`config.mk`:
```
export PLATFORM = sky130hd
export DESIGN_NAME = steer_queue
export DESIGN_NICKNAME = d
export VERILOG_FILES = /design/src/rtl/steer_queue.sv
export SDC_FILE = /design/constraint.sdc
export NUM_CORES = 1
export LEC_CHECK = 0
export CORE_AREA = 5 5 403 405
export DETAILED_ROUTE_END_ITERATION = 7
export DIE_AREA = 0 0 408 410
export PLACE_DENSITY = 0.3
export RECOVER_POWER = 25
export REMOVE_ABC_BUFFERS = 1
export SLEW_MARGIN = 20
export SYNTH_ARGS = -nofsm -noshare
export SYNTH_HDL_FRONTEND = slang
export SYNTH_SLANG_ARGS = --single-unit
export TNS_END_PERCENT = 100
```
`constraint.sdc`:
```
create_clock -name c50 -period 2.73 [get_ports c50]
set_input_delay 0.546 -clock c50 [delete_from_list [all_inputs] [get_ports c50]]
set_output_delay 0.546 -clock c50 [all_outputs]
set_load 0.05 [all_outputs]
```
`src/rtl/steer_queue.sv`:
```
// Keyboard-to-steering bridge for two lightbike players.
// Edge-captures make flags, strobes the controller clear, queues turns per tick.
module steer_queue #(
  parameter int QDEPTH   = 2,
  parameter int CLR_HOLD = 1
) (
  input  logic                         c50,
  input  logic                         reset_all,
  input  logic [511:0]                 make_lut,
  input  logic [511:0]                 persist_lut,
  input  logic                         tick,
  output logic                         clr_make,
  output logic [1:0]                   p1_dir,
  output logic [1:0]                   p2_dir,
  output logic                         p1_boost,
  output logic                         p2_boost,
  output logic                         paused,
  output logic [$clog2(QDEPTH+1)-1:0]  p1_qcnt,
  output logic [$clog2(QDEPTH+1)-1:0]  p2_qcnt
);

  localparam int CW = $clog2(QDEPTH + 1);
  localparam int HW = $clog2(CLR_HOLD + 1);

  typedef enum logic [1:0] {
    SCAN  = 2'd0,
    CLEAR = 2'd1,
    HOLD  = 2'd2
  } state_t;

  state_t          state;
  state_t          state_n;
  logic [HW-1:0]   hold_cnt;
  logic [8:0]      keys;
  logic [8:0]      snap;
  logic            do_clear;
  logic            paused_q;
  logic [1:0]      boost_q;
  logic            unused_bits;

  // bit order: space, p2 l/d/r/u, p1 l/d/r/u
  assign keys = {
    make_lut[9'h029],
    make_lut[9'h16B], make_lut[9'h172],
    make_lut[9'h174], make_lut[9'h175],
    make_lut[9'h01C], make_lut[9'h01B],
    make_lut[9'h023], make_lut[9'h01D]
  };

  assign unused_bits = ^{make_lut, persist_lut};

  always_ff @(posedge c50 or negedge reset_all) begin
    if (!reset_all) begin
      state <= SCAN;
    end else begin
      state <= state_n;
    end
  end

  always_comb begin
    state_n = state;
    unique case (state)
      SCAN:  if (|keys) state_n = CLEAR;
      CLEAR: state_n = HOLD;
      HOLD:  if (hold_cnt == HW'(CLR_HOLD - 1)) state_n = SCAN;
      default: state_n = SCAN;
    endcase
  end

  always_comb begin
    clr_make = (state != CLEAR);
    do_clear = (state == CLEAR);
  end

  always_ff @(posedge c50 or negedge reset_all) begin
    if (!reset_all) begin
      hold_cnt <= '0;
      snap     <= '0;
      paused_q <= 1'b1;
      boost_q  <= '0;
    end else begin
      if (state == CLEAR) begin
        hold_cnt <= '0;
      end else if (state == HOLD) begin
        hold_cnt <= hold_cnt + 1'b1;
      end
      if (state == SCAN && |keys) begin
        snap <= keys;
      end
      if (do_clear && snap[8]) begin
        paused_q <= ~paused_q;
      end
      boost_q <= {persist_lut[9'h059], persist_lut[9'h012]};
    end
  end

  for (genvar p = 0; p < 2; p++) begin : g_lane
    localparam logic [1:0] DIR0 = (p == 0) ? 2'd1 : 2'd3;

    logic [3:0]    req;
    logic [1:0]    dir_q;
    logic [CW-1:0] cnt_q;
    logic [CW-1:0] cnt_ap;
    logic [1:0]    q_q [QDEPTH];
    logic [1:0]    q_n [QDEPTH];
    logic [1:0]    cand;
    logic [1:0]    tail;
    logic          pop;
    logic          push;

    assign req = snap[4*p +: 4];

    always_comb begin
      pop    = tick & ~paused_q & (cnt_q != '0);
      cnt_ap = cnt_q - CW'(pop);
      cand   = 2'd3;
      if (req[0]) begin
        cand = 2'd0;
      end else if (req[1]) begin
        cand = 2'd1;
      end else if (req[2]) begin
        cand = 2'd2;
      end
      // tail survives a pop unless the queue drains to empty
      tail = dir_q;
      for (int i = 0; i < QDEPTH; i++) begin
        if (cnt_ap != '0 && i == int'(cnt_q) - 1) tail = q_q[i];
      end
      push = do_clear & (|req)
           & (cand != tail)
           & (cand != (tail ^ 2'd2))
           & (int'(cnt_ap) < QDEPTH);
      q_n = q_q;
      if (pop) begin
        for (int i = 0; i < QDEPTH - 1; i++) q_n[i] = q_q[i+1];
      end
      if (push) begin
        for (int i = 0; i < QDEPTH; i++) begin
          if (i == int'(cnt_ap)) q_n[i] = cand;
        end
      end
    end

    always_ff @(posedge c50 or negedge reset_all) begin
      if (!reset_all) begin
        dir_q <= DIR0;
        cnt_q <= '0;
        for (int i = 0; i < QDEPTH; i++) q_q[i] <= 2'd0;
      end else begin
        if (pop) dir_q <= q_q[0];
        cnt_q <= cnt_ap + CW'(push);
        q_q   <= q_n;
      end
    end
  end

  assign p1_dir   = g_lane[0].dir_q;
  assign p2_dir   = g_lane[1].dir_q;
  assign p1_qcnt  = g_lane[0].cnt_q;
  assign p2_qcnt  = g_lane[1].cnt_q;
  assign paused   = paused_q;
  assign p1_boost = boost_q[0] & ~paused_q;
  assign p2_boost = boost_q[1] & ~paused_q;

endmodule
```
==> metrics.yaml <==
outcome:
  run_status: "completed"
power_and_ir_drop:
  leakage_uw: 0.0009432
  fin_total_pwr_uw: 3266
  max_vdd_drop_v: 0.0003674
  pwr_density_cell_nw_per_um2: 679.4
logic_synthesis:
  netlist_instances: 185
  synthesized_area_per_cell_um2: 10.14
  async_flop_share: 1.000
  synth_area_um2: 1876
  synth.area.top_cells: "dfrtp_1, dfstp_2, mux2_2"
  synth_enable_flop_cells: 0
  ys_warn_count: 0
  ys_seq_area_frac: 0.4163
  flops_latches_synth: 31
  yosys.area.top_type_share: 0.3602
  synth_top_flop_cell: "dfrtp_1"
  ys_types: 54
  synth_area_leader_cell: "dfrtp_1"
critical_path:
  critPathRequiredTime_ns: 2.18
  critical_path.max_stage_delay_ns: 0.71
  worst-path-buf-inv: 1
  cp_data_arrival_time_ns: 1.83
  endpoint_kind: "output pin"
  timing.critical_path.fanout_max: 8
  criticalPathCategory: "reg2out"
  timing.critical_path.slowest_stage_cell: "clkdlybuf4s50_1"
  crit_chain: "and2b_2 > clkdlybuf4s50_1"
  start_kind: "flop"
  dominant_delay_contributor_by_cell_family_on_the_critical_path: "buffers and inverters"
floorplanning:
  std_cell_rows: 146
  die_height_um: 410
  initial_core_util: 0.01187
  floorplan.core_area_um2: 158000
  floorplan.io_pins: 1039
  dieArea_um2: 167300
  die_x_um: 408
timing:
  slew_headroom: 0.4244
  grt_setup_unrepaired: "no"
  final_hold_viol_count: 0
  final.setup.tns_ns: 0
  setup_viol: 0
  final.hold.worst_slack_ns: 0.5104
  clock-skew-final_ns: 0.003160
  worst_slew_pin_slew_ns: 0.8634
  fmax_mhz: 421.0
  period_needed_ns: 2.376
  period_utilization_post_route: 0.8702
  finalMaxSlewViolations: 0
place:
  dpl.hpwl_mm: 6.339
  post_dp_cell_area_um2: 4672
  io_buffers: 25
  replace_congestion: 0.6057
clock_network:
  clockBufferDepth: 2
  tritoncts: "built"
  post-cts-setup-buffers: 0
  ctsResizeCount: 0
  cts_buffers: 5
  library_cell_used_as_clock_root_buffer: "clkbuf_16"
  clock_insertion_delay_at_the_later_pin_of_the_skew_report_ns: 0.27
  worst_setup_hold_path_clk_slew_ns: 0.05
  cts_sink_cnt: 31
  cts.hold.buffers_added: 0
  maximum_level_of_the_cts_h_tree: 2
finish:
  final_common_cell: "dfrtp_1"
  seq_area_um2: 780.7
  multiInputGateArea_um2: 1007
  post_route_cells_drive_above_1_share: 0.2103
  antenna_cells: 0
  p_r_area_growth_vs_syn_pct: 156.3
  final_design_area_no_fill_um2: 4807
  final_cell_mix: "dfrtp_1, nand2_1, o21ai_0"
  final.fill_count: 18760
  finish.net_count: 1245
grt:
  grt_pass1_vias: 1524
  total_grt_usage: 0.009060
  grt_overflow_total: 0
  largest_net_degree_at_the_start_of_global_routing: 32
  antenna_found_initial: 0
  grt_pass1_wl_mm: 10.88
detailed_routing:
  num_vias: 1452
  antenna_violating_nets_left: 0
  post_drt_via_cell_ratio: 0.6352
  drt-initial-drc-count: 51
  wl_per_cell_um: 3.293
  remaining_drc_errors: 0
  drt_first_pass_iters: 4
  drt_wl_total_mm: 7.528
hold_path:
  timing.hold.worst.class: "reg2reg"
job:
  timing.max_cap.violations: 0
synthesized netlist by cell type (3+ instances only):
cell type and n:
o21ai_0 15, nand2_1 16, nor2b_1 5, o31ai_1 3, nand3b_1 3, buf_2 4
mux2i_1 3, or3_1 4, dfrtp_1 27, a21oi_1 8, inv_1 11, xnor2_1 5
nor2_1 12, dfstp_2 4, mux2_2 9, ha_1 5
cell families after synthesis:
family | share of synthesized area
compound gates | 0.2315
buf+inv | 0.04670
fa+ha+maj | 0.03336
flops | 0.4163
xor+xnor | 0.02335
simple gates | 0.1728
mux | 0.07605
cell type report:
type,instances,share of cell area
Tap cell,2072,0.5393
Multi-Input combinational cell,136,0.2095
Sequential cell,31,0.1624
Timing Repair Buffer,28,0.05154
Clock buffer,7,0.02759
Inverter,11,0.008589
Clock inverter,1,0.001041
per-stage QoR:
| step | worst slack [ns] | utilization | instances |
|---|---|---|---|
| global placement | 0.1450 | 0.02957 | 2278 |
| detailed placement | 0.1296 | 0.02957 | 2278 |
| finish | 0.3545 | 0.03042 | 2286 |
| CTS | 0.3367 | 0.03044 | 2286 |
| floorplan | 0.4785 | - | 178 |
| global route | 0.2751 | 0.03042 | 2286 |
final timing paths:
path	slack, ns	depth (start not counted)	startpoint	end
min in group asynchronous	0.92	2	reset_all	snap[2]$_DFFE_PN0P_
worst max register to register	0.62	7	paused$_DFFE_PN1P_	p1_qcnt[1]$_DFF_PN0_
max in group asynchronous	1.28	2	reset_all	p1_qcnt[1]$_DFF_PN0_
worst max-delay path	0.35	2	paused$_DFFE_PN1P_	p1_boost
worst min register to register	0.51	1	snap[8]$_DFFE_PN0P_	snap[8]$_DFFE_PN0P_
worst min-delay path	0.51	1	snap[8]$_DFFE_PN0P_	snap[8]$_DFFE_PN0P_
worst register-to-register path, delay by kind of cell (launching register included):
family,cells,cell delay (ns)
flip-flops,1,0.62
AO/OA/AOI/OAI,1,0.29
adder cells (fa/ha/maj),1,0.19
XOR/XNOR,2,0.25
AND/OR/NAND/NOR,3,0.69
sequential cells by signal (all words and copies together), names as in the netlist:
| register | cells |
|---|---|
| p1_qcnt | 2 |
| snap | 9 |
| boost_q | 2 |
| p2_qcnt | 2 |
| state | 2 |
| p1_dir | 2 |
| g_lane.q_q | 8 |
| paused | 1 |
| hold_cnt | 1 |
| p2_dir | 2 |
where the power goes:
group          total [µW]  switching [µW]  internal, µW  leakage (µW)
logic                1780            1090           687      0.000521
clock network         537             200           337     0.0000679
registers             952             272           681      0.000354
layer usage:
metal | part of all wire | wire length [µm] | track usage
met1 | 0.62 | 4670 | 0.01544
met2 | 0.26 | 1976 | 0.008300
met3 | 0.11 | 848 | 0.005243
met4 | 0.0043 | 32 | 0.001832
met5 | 0 | 0 | 0
No activity file was read; power rests on OpenSTA's default activity.
